### src/rtl/riego_pkg.sv
// Shared types for the multi-channel irrigation controller: channel FSM states
// and the per-plant-type humidity threshold table (indexed by tipo).
package riego_pkg;

    typedef enum logic [2:0] {
        IDLE  = 3'd0,
        PEND  = 3'd1,
        WATER = 3'd2,
        SOAK  = 3'd3,
        FAULT = 3'd4
    } ch_state_t;

    localparam int TH_W        = 16;
    localparam int SOAK_W      = 16;
    localparam int ALARM_PULSE = 500;

    // Below umbral_bajo the plant asks for water; at or above umbral_alto it is done.
    localparam logic [TH_W-1:0] UMBRAL_BAJO [16] = '{0: 16'd1200, 1: 16'd800,  default: 16'd1000};
    localparam logic [TH_W-1:0] UMBRAL_ALTO [16] = '{0: 16'd2000, 1: 16'd1500, default: 16'd1800};

endpackage

### src/rtl/rr_arbitro.sv
// Round-robin arbiter with one-hot grant; the search starts just after the
// last granted index, which is also exported as a binary index.
module rr_arbitro #(
    parameter int N_CH = 4,
    parameter int PW   = (N_CH > 1) ? $clog2(N_CH) : 1
) (
    input  logic            clk,
    input  logic            rst_n,
    input  logic [N_CH-1:0] req,
    output logic [N_CH-1:0] gnt,
    output logic [PW-1:0]   idx
);

    logic [PW-1:0]     ptr;
    logic [PW-1:0]     start;
    logic [N_CH-1:0]   rot;
    logic [N_CH-1:0]   rot_gnt;
    logic [2*N_CH-1:0] rot_back;

    assign start = (ptr == PW'(N_CH - 1)) ? '0 : ptr + PW'(1);

    // Rotate so the search origin sits at bit 0, keep the lowest request, rotate back.
    assign rot      = N_CH'({req, req} >> start);
    assign rot_gnt  = rot & (-rot);
    assign rot_back = {rot_gnt, rot_gnt} << start;
    assign gnt      = rot_back[2*N_CH-1:N_CH];

    always_comb begin
        idx = '0;
        for (int k = 0; k < N_CH; k++)
            if (gnt[k]) idx = PW'(k);
    end

    always_ff @(posedge clk or negedge rst_n) begin
        if (!rst_n)    ptr <= PW'(N_CH - 1);
        else if (|gnt) ptr <= idx;
    end

endmodule

### src/rtl/riego_multicanal.sv
// Multi-channel irrigation controller: one FSM per plant channel, a single pump
// slot shared round-robin. Define RIEGO_ALARMA_EN to build the alarm output.
module riego_multicanal
    import riego_pkg::*;
#(
    parameter int N_CH     = 4,
    parameter int HUM_W    = 12,
    parameter int T_MAX_ON = 30000,
    parameter int T_SOAK   = 60000
) (
    input  logic             clk,
    input  logic             rst_n,
    input  logic             tick,
    input  logic             habilitar,
    input  logic             dato_valid,
    input  logic [2:0]       dato_canal,
    input  logic [HUM_W-1:0] dato_humedad,
    input  logic [3:0]       dato_tipo,
    input  logic             ack_fallo,
    output logic [N_CH-1:0]  activarB,
    output logic             regando,
    output logic [2:0]       canal_activo,
    output logic [N_CH-1:0]  fallo,
    output logic             alarma
);

    localparam int TON_W = $clog2(T_MAX_ON + 1);
    localparam int PW    = (N_CH > 1) ? $clog2(N_CH) : 1;

    logic [N_CH-1:0]  req;
    logic [N_CH-1:0]  req_en;
    logic [N_CH-1:0]  gnt;
    logic [PW-1:0]    gnt_idx;
    logic [TON_W-1:0] ton_q;
    logic [2:0]       canal_q;
    logic             timeout;
    logic             new_wet;

    assign regando      = |activarB;
    assign canal_activo = canal_q;
    assign timeout      = (ton_q >= TON_W'(T_MAX_ON));
    // An incoming sample already wet enough clears a fault without waiting for ack.
    assign new_wet      = (32'(dato_humedad) >= 32'(UMBRAL_ALTO[dato_tipo]));
    // Grants only while enabled and with the pump slot free.
    assign req_en       = req & {N_CH{habilitar && !regando}};

    rr_arbitro #(.N_CH(N_CH), .PW(PW)) u_arb (
        .clk   (clk),
        .rst_n (rst_n),
        .req   (req_en),
        .gnt   (gnt),
        .idx   (gnt_idx)
    );

    // Single on-time counter: only one channel can be watering.
    always_ff @(posedge clk or negedge rst_n) begin
        if (!rst_n) begin
            ton_q   <= '0;
            canal_q <= '0;
        end else if (|gnt) begin
            ton_q   <= '0;
            canal_q <= 3'(gnt_idx);
        end else if (tick && regando && ton_q != '1) begin
            ton_q   <= ton_q + TON_W'(1);
        end
    end

`ifdef RIEGO_ALARMA_EN
    logic [N_CH-1:0] fault_entry;
`endif

    for (genvar i = 0; i < N_CH; i++) begin : g_ch
        ch_state_t         state_q, state_d;
        logic [HUM_W-1:0]  hum_q;
        logic [3:0]        tipo_q;
        logic [SOAK_W-1:0] soak_q;
        logic              act_q, flt_q;
        logic              sel, seco, mojado;

        assign sel    = dato_valid && (dato_canal == 3'(i));
        assign seco   = (32'(hum_q) < 32'(UMBRAL_BAJO[tipo_q]));
        assign mojado = (32'(hum_q) >= 32'(UMBRAL_ALTO[tipo_q]));
        assign req[i] = (state_q == PEND) && seco;

        always_comb begin
            state_d = state_q;
            case (state_q)
                IDLE:    if (seco) state_d = PEND;
                PEND:    if (gnt[i])     state_d = WATER;
                         else if (!seco) state_d = IDLE;
                WATER:   if (timeout)         state_d = FAULT;
                         else if (!habilitar) state_d = IDLE;
                         else if (mojado)     state_d = SOAK;
                SOAK:    if (soak_q >= SOAK_W'(T_SOAK)) state_d = IDLE;
                FAULT:   if (ack_fallo || (sel && new_wet)) state_d = IDLE;
                default: state_d = IDLE;
            endcase
        end

        always_ff @(posedge clk or negedge rst_n) begin
            if (!rst_n) begin
                state_q <= IDLE;
                hum_q   <= '0;
                tipo_q  <= '0;
                soak_q  <= '0;
                act_q   <= 1'b0;
                flt_q   <= 1'b0;
            end else begin
                state_q <= state_d;
                act_q   <= (state_d == WATER);
                flt_q   <= (state_d == FAULT);
                if (sel) begin
                    hum_q  <= dato_humedad;
                    tipo_q <= dato_tipo;
                end
                // Held at zero outside SOAK so every soak starts from a clean count.
                if (state_q != SOAK)             soak_q <= '0;
                else if (tick && soak_q != '1)   soak_q <= soak_q + SOAK_W'(1);
            end
        end

        assign activarB[i] = act_q;
        assign fallo[i]    = flt_q;
`ifdef RIEGO_ALARMA_EN
        assign fault_entry[i] = (state_d == FAULT) && (state_q != FAULT);
`endif
    end

`ifdef RIEGO_ALARMA_EN
    localparam int PULSE_W = $clog2(ALARM_PULSE + 1);

    logic               alarm_flt;
    logic [PULSE_W-1:0] pulse_q;

    // A fault entering on the same edge as ack keeps the alarm latched.
    always_ff @(posedge clk or negedge rst_n) begin
        if (!rst_n) begin
            alarm_flt <= 1'b0;
            pulse_q   <= '0;
        end else begin
            if (|fault_entry)   alarm_flt <= 1'b1;
            else if (ack_fallo) alarm_flt <= 1'b0;
            if (|gnt)                        pulse_q <= PULSE_W'(ALARM_PULSE);
            else if (tick && pulse_q != '0)  pulse_q <= pulse_q - PULSE_W'(1);
        end
    end

    assign alarma = alarm_flt || (pulse_q != '0);
`else
    assign alarma = 1'b0;
`endif

endmodule

### config.mk
export PLATFORM = sky130hd
export DESIGN_NAME = riego_multicanal
export DESIGN_NICKNAME = d
export VERILOG_FILES = /design/src/rtl/riego_pkg.sv /design/src/rtl/rr_arbitro.sv /design/src/rtl/riego_multicanal.sv
export SDC_FILE = /design/constraint.sdc
export NUM_CORES = 1
export LEC_CHECK = 0
export CAP_MARGIN = 20
export CORE_MARGIN = 5
export CORE_UTILIZATION = 35
export DETAILED_ROUTE_END_ITERATION = 7
export PLACE_DENSITY = 0.57
export SLEW_MARGIN = 40
export SYNTH_ARGS = -nofsm -noshare
export SYNTH_HDL_FRONTEND = slang
export SYNTH_SLANG_ARGS = --single-unit
### constraint.sdc
create_clock -name clk -period 9.1 [get_ports clk]
set_input_delay 0.91 -clock clk [delete_from_list [all_inputs] [get_ports clk]]
set_output_delay 0.91 -clock clk [all_outputs]
set_load 0.005 [all_outputs]
==> results.txt, run 1 <==
Drt first pass iters -> 4
Setup-failing EPs final -> 0
Vias in the first global route -> 6679
Reg2reg start -> g_ch[0].tipo_q[3]
Starting DRT DRC Count -> 388
Arrival time of the worst setup path -> 4150 ps
Worst slew pin tran -> 717.8 ps
Post-synth cell types -> 71
Share of layout cells above drive strength 1 -> 13.61%
Setup TNS -> 0 ps
PD cells -> 201.5 nW/µm²
Max-cap viol count -> 0
Antenna Nets Post-Route -> 0
Antenna Cells -> 0
Fill cells -> 2664
Yosys top cell by area -> dfrtp_1
Critical path data required time -> 9420 ps
Multi-input gate area -> 4887 µm²
Final min period -> 3831 ps
Synth Area per Inst -> 10.17 µm²
Met3 wire length -> 591 µm
Crit-path max FO -> 8
Final Skew -> 12.32 ps
# IOs -> 38
WL met1 -> 10010 µm
Per-cell routed wire length -> 15.70 µm
Largest stage delay, worst path -> 540 ps
Status -> finished, final reports clean
Reg2Reg Depth -> 11
Wire length on met2 -> 9682 µm
Via density -> 5.189
Die height -> 173.9 µm
Register Area -> 4182 µm²
Via count -> 6803
Core Footprint -> 26730 µm²
Hold crit path type -> input pin to asynchronous set/reset pin
Leakage power -> 4.662 nW
Root Buffer -> clkbuf_16
FP Rows -> 60
Register-to-register setup slack -> 5350 ps
Gr ovfl total -> 0
Clock buffer depth -> 2
Post-synth EDFFs -> 0
CTS buffer count -> 17
Skew-Pair Late Insertion Delay -> 430 ps
Detailed Route WL -> 20580 µm
Area grow syn2layout -> 13.77%
Worst Path Buf+Inv -> 2
# H-tree levels -> 4
Worst slew margin -> 51.79%
CTS Hold Bufs -> 0
Crit. End Element -> flop
Worst vdd ir -> 0.00009765 V
Post-Syn Instances -> 924
Tcrit/Tclk final -> 42.10%
PortBufs -> 35
Die ar. -> 30230 µm²
Initial antenna violation count -> 0
Synth area leaders -> dfrtp_1 44%, ha_1 8.0%, mux2_2 6.9%, nor2_1 3.8%, xor2_1 3.4%
Pin count of the biggest net entering global routing -> 103
Final hold vios -> 0
Post-CTS sizing -> 0
DP Area -> 10060 µm²
GRT Util Overall -> 14.15%
Max-slew violations -> 0
Seq/Total Area, Yosys -> 44.49%
Finished Cell Area -> 10690 µm²
CTS tree -> done
GP Congestion -> 0.8065
Synth warn -> 0
Delay-heaviest family, CP -> compound AO/OA/AOI/OAI gates
First-pass GRT wire length -> 35050 µm
Synth async-reset ratio -> 100.0%
Reg-to-Reg End -> canal_activo[0]
Initial Util -> 35.17%
Worst path cell trace -> clkdlybuf4s50_1, or3_1, nor2_1, ha_1, inv_1, o31ai_1, a21o_1, a211o_1, a2111oi_0, o21bai_1, a311oi_1
Ys flop type -> dfrtp_1
Clock-pin slew on the worst setup and hold paths -> 70 ps
Final nets -> 1042
Achievable Freq -> 261.0 MHz
CP max-delay cell -> a2111oi_0
Die X -> 173.9 µm
Synthesis-stage register bit count -> 167
Drt drc -> 0
Synth top area share -> 43.93%
Clk sinks -> 167
Highest routed layer -> met4
Nature of the critical path startpoint -> input pin
Placed wire-length estimate -> 14890 µm
Cell Area, Synth -> 9399 µm²
Setup bufs post-CTS -> 0
RSZ-0062 raised after global routing -> false
Kind of critical path -> input pin to flop
-- final cells by class --
type	count	area share, %
Clock buffer	21	4.306
Inverter	48	1.685
Tap cell	341	3.990
Timing Repair Buffer	39	3.826
Multi-Input combinational cell	684	45.71
Clock inverter	11	1.381
Sequential cell	167	39.11
-- placed cells by master (no fill, tap or decap), drive strengths merged, types with 10 or more instances in the layout --
master         Yosys  layout
a211oi            15      15
a21oi             38      38
and3              11      11
clkbuf            11      21
clkdlybuf4s50      0      34
dfrtp            165     165
ha                60      60
inv               48      49
mux2              58      58
nand2             60      60
nand3             35      35
nand4             19      19
nor2             105     105
nor2b             10      10
nor3              14      14
o21ai             36      36
or3               18      18
xnor2             24      24
xor2              36      36
-- through the flow --
| step | instances | total power (W) | utilization, % | hold WS (ps) | worst slack (ps) |
|---|---|---|---|---|---|
| detailed placement | 1278 | 0.001418 | 37.63 | 486.4 | 4839 |
| finish | 1311 | 0.002154 | 40.01 | 337.6 | 5269 |
| global placement | 1278 | 0.001401 | 37.57 | 481.8 | 4824 |
| global route | 1311 | 0.002300 | 40.01 | 346.7 | 5061 |
| floorplan | 925 | 0.001284 | - | 449.8 | 5885 |
| CTS | 1310 | 0.002180 | 39.90 | 501.4 | 5267 |
-- layer usage --
metal	GRT usage [%]	up-vias
li1	-	3363
met1	19.34	3332
met2	23.20	88
met3	2.508	20
met4	3.959	0
met5	0	-
-- synthesized netlist by cell type (all sizes together) (9+ instances only) --
cell and number:
dfrtp 165, nor2 105, ha 60, nand2 60, mux2 58, inv 48, a21oi 38, o21ai 36
xor2 36, nand3 35, xnor2 24, nand4 19, or3 18, a211oi 15, buf 15, nor3 14
and3 11, clkbuf 11, nor2b 10, nor4 9, o31ai 9, or2 9
-- where the power goes --
| part | switching (W) | internal [W] | total (W) |
|---|---|---|---|
| Sequential | 0.000117 | 0.000862 | 0.000979 |
| Clock | 0.000304 | 0.000447 | 0.000751 |
| Combinational | 0.000217 | 0.000207 | 0.000424 |
| Total | 0.000638 | 0.00152 | 0.00215 |
-- sequential cells by signal, indices dropped and copies added, names as in the netlist --
signal,count
canal_activo,2
g_ch.act_q,4
g_ch.flt_q,4
g_ch.hum_q,48
g_ch.soak_q,64
g_ch.state_q,12
g_ch.tipo_q,16
ton_q,15
u_arb.ptr,2
-- worst reg2reg max path, stage by stage, from the launching register on --
cell      delay (ps)
dfrtp_1          400
or3_1            480
inv_1            150
nand2b_1         120
ha_1             310
or2_2            270
a221oi_1         330
nor4_1           150
o41ai_1          610
o21ai_0          300
and2_1           250
a211o_1          260
-- worst max path at each step --
stage,startpoint,to,slack (ps),cells past startpoint
2_1_floorplan,dato_tipo[3],g_ch[1].flt_q,5890,10
3_5_place_dp,dato_tipo[3],g_ch[1].flt_q,4840,11
5_1_grt,dato_tipo[3],g_ch[1].flt_q,5060,11
4_1_cts,dato_tipo[3],g_ch[1].flt_q,5270,11
3_3_place_gp,dato_tipo[3],g_ch[1].flt_q,4820,11
6_report,dato_tipo[3],g_ch[1].flt_q,5270,11
-- logic make-up (layout without fill, tap and decap cells) --
| family | count (synthesis) | count (layout) | synth area share, % |
|---|---|---|---|
| adders and majority gates | 64 | 64 | 8.413 |
| other | 1 | 2 | 0.03990 |
| AOI/OAI and AO/OA | 166 | 166 | 12.01 |
| buffers and inverters | 74 | 119 | 3.687 |
| and+or+nand+nor | 333 | 333 | 18.72 |
| muxes | 59 | 59 | 7.055 |
| xor gates and xnor gates | 60 | 60 | 5.591 |
| DFF | 167 | 167 | 44.49 |
(Power assumes the default switching activity.)
==> run 2, diff against run 1 <==
--- a/config.mk
+++ b/config.mk
@@ -9,7 +9,7 @@
 export CORE_MARGIN = 5
 export CORE_UTILIZATION = 35
 export DETAILED_ROUTE_END_ITERATION = 7
-export PLACE_DENSITY = 0.57
+export PLACE_DENSITY = 0.59
 export SLEW_MARGIN = 40
 export SYNTH_ARGS = -nofsm -noshare
 export SYNTH_HDL_FRONTEND = slang
==> constraint.sdc (replaced) <==
create_clock -name clk -period 3.1 [get_ports clk]
set_input_delay 0.31 -clock clk [delete_from_list [all_inputs] [get_ports clk]]
set_output_delay 0.31 -clock clk [all_outputs]
set_load 0.005 [all_outputs]
==> results.txt, run 2 (synthesis results as in run 1) <==
Reg2Reg Depth -> 10 (-1)
Largest register by flop count -> g_ch.soak_q
Per-cell routed wire length -> 15.45 µm (-1.6%)
Tcrit/Tclk final -> 96.31%
Worst Path Buf+Inv -> 1 (-1)
Wire length on met2 -> 9894 µm (+2.2%)
Vias in the first global route -> 6762 (+1.2%)
Starting DRT DRC Count -> 439 (+13%)
Drt drc -> 0 (unchanged)
Reg2reg start -> g_ch[0].tipo_q[2]
Antenna Cells -> 0 (unchanged)
Detailed Route WL -> 20990 µm (+2.0%)
Critical Path Stages -> 10 (-1)
First-pass GRT wire length -> 34990 µm (-0.18%)
Arrival time of the worst setup path -> 3290 ps (-860 ps)
Via count -> 6964 (+2.4%)
Non-filler instance count after layout -> 1359 (+3.7%)
Commonest non-fill, non-tap cell in the layout -> dfrtp_1
Area grow syn2layout -> 19.78%
Crit. End Element -> flop
Skew-Pair Late Insertion Delay -> 430 ps (about the same)
Register-to-register setup slack -> 110 ps (-5240 ps)
Highest routed layer -> met4
Final min period -> 2985 ps
Via density -> 5.124 (-1.2%)
Die X -> 173.9 µm (unchanged)
Gr ovfl total -> 0 (unchanged)
GP Congestion -> 0.8340 (+3.4%)
Status -> finished, final reports clean
Multi-input gate area -> 5110 µm² (+4.6%)
PortBufs -> 35 (unchanged)
Antenna Nets Post-Route -> 0 (unchanged)
Leakage power -> 4.932 nW (+5.8%)
Final hold vios -> 0 (unchanged)
Largest registers -> g_ch.soak_q x64, g_ch.hum_q x48, g_ch.tipo_q x16
Core Footprint -> 26730 µm² (unchanged)
Max reg flops -> 64 (unchanged)
Worst path cell trace -> or3_4, buf_4, ha_1, nor2b_4, a211oi_2, or4_4, nand2_1, nor4_1, a211o_1, or2_1
Worst vdd ir -> 0.0002670 V (+170%)
Crit-path max FO -> 4 (-4)
Root Buffer -> clkbuf_16
Achievable Freq -> 335.0 MHz
# IOs -> 38 (unchanged)
Finished Cell Area -> 11260 µm² (+5.3%)
Fill cells -> 2612 (-2.0%)
Clock buffer depth -> 2 (unchanged)
Largest stage delay, worst path -> 560 ps (+20 ps)
Drt first pass iters -> 4 (unchanged)
Initial antenna violation count -> 0 (unchanged)
Worst slew pin tran -> 778.4 ps (+60.62 ps)
GRT Util Overall -> 14.17% (+0.017 points)
Nature of the critical path startpoint -> flop
Placed wire-length estimate -> 15220 µm (+2.2%)
Register Area -> 4182 µm² (unchanged)
Clock-pin slew on the worst setup and hold paths -> 60 ps (about the same)
Final WS setup -> 114.5 ps (-5154 ps)
Final Skew -> 11.98 ps (-0.3475 ps)
Critical path data required time -> 3400 ps (-6020 ps)
PD cells -> 572.3 nW/µm² (+180%)
Die ar. -> 30230 µm² (unchanged)
Max-cap viol count -> 0 (unchanged)
Most frequent cells in the layout -> 165 x dfrtp_1, 94 x nor2_1, 60 x nand2_1
Clk sinks -> 167 (unchanged)
Min Hold Slack -> 452.4 ps (+114.7 ps)
Hold crit path type -> input pin to asynchronous set/reset pin
Max-slew violations -> 0 (unchanged)
Setup-failing EPs final -> 0 (unchanged)
FP Rows -> 60 (unchanged)
Die height -> 173.9 µm (unchanged)
Met3 wire length -> 544 µm (-8.0%)
Launch point of the worst path -> g_ch[0].tipo_q[2]
Place WS -> -242.3 ps (-5082 ps)
Reg-to-Reg End -> g_ch[0].state_q[0]
Final nets -> 1090 (+4.6%)
Pin count of the biggest net entering global routing -> 75 (-27%)
CTS buffer count -> 17 (unchanged)
WL met1 -> 10250 µm (+2.4%)
Post-placement cell count -> 1320 (+3.3%)
Initial Util -> 35.17% (unchanged)
CP max-delay cell -> or4_4
DP Area -> 10380 µm² (+3.2%)
# H-tree levels -> 4 (unchanged)
Share of layout cells above drive strength 1 -> 20.43% (+6.8 points)
Worst slew margin -> 48.11% (-3.7 points)
Kind of critical path -> flop to flop
CTS tree -> done
Delay-heaviest family, CP -> simple AND/OR/NAND/NOR gates
Worst setup path end -> g_ch[0].state_q[0]
run 2: routing by layer:
| metal | global-route usage, % | vias up |
|---|---|---|
| li1 | - | 3462 |
| met4 | 4.322 | 0 |
| met2 | 22.97 | 97 |
| met1 | 19.56 | 3387 |
| met3 | 2.290 | 18 |
| met5 | 0 | - |
run 2: final cells by class:
class,instances,share of cell area [%]
inverter,48,1.623
clock inverter,7,0.8224
sequential,167,37.14
tap,341,3.790
timing repair buffer,87,6.835
multi-input combinational,684,45.39
clock buffer,25,4.401
run 2: through the flow:
step / util, % / TNS (ps) / total power (W)
5_1_grt: 42.13 / -115.3 / 0.006854
4_1_cts: 41.18 / -25.22 / 0.006404
3_5_place_dp: 38.85 / -1675 / 0.004218
6_report: 42.13 / 0 / 0.006443
2_1_floorplan: - / 0 / 0.003770
3_3_place_gp: 38.85 / -816.5 / 0.004170
run 2: where the power goes:
group	internal [W]	leakage, nW	switching (W)	total, W
logic	0.000717	2.55	0.000710	0.00143
registers	0.00253	2.10	0.000350	0.00288
clock network	0.00127	0.280	0.000864	0.00214
run 2: how the worst min path moves through the flow:
| stage | end | slack [ps] | cells past startpoint |
|---|---|---|---|
| after floorplan | canal_activo[0] | 10 | 0 |
| after global placement | g_ch[3].hum_q[6] | 350 | 1 |
| after detailed placement | g_ch[3].hum_q[5] | 350 | 1 |
| after CTS | g_ch[3].hum_q[9] | 460 | 2 |
| after global routing | g_ch[3].hum_q[9] | 510 | 2 |
| final | g_ch[3].hum_q[6] | 450 | 2 |
run 2: timing repair:
action	in CTS	in global routing
buffers inserted	0	6
hold buffers	1	0
hold endpoints to repair	58	0
pin swaps	2	13
setup endpoints to repair	7	29
resized for setup	5	45
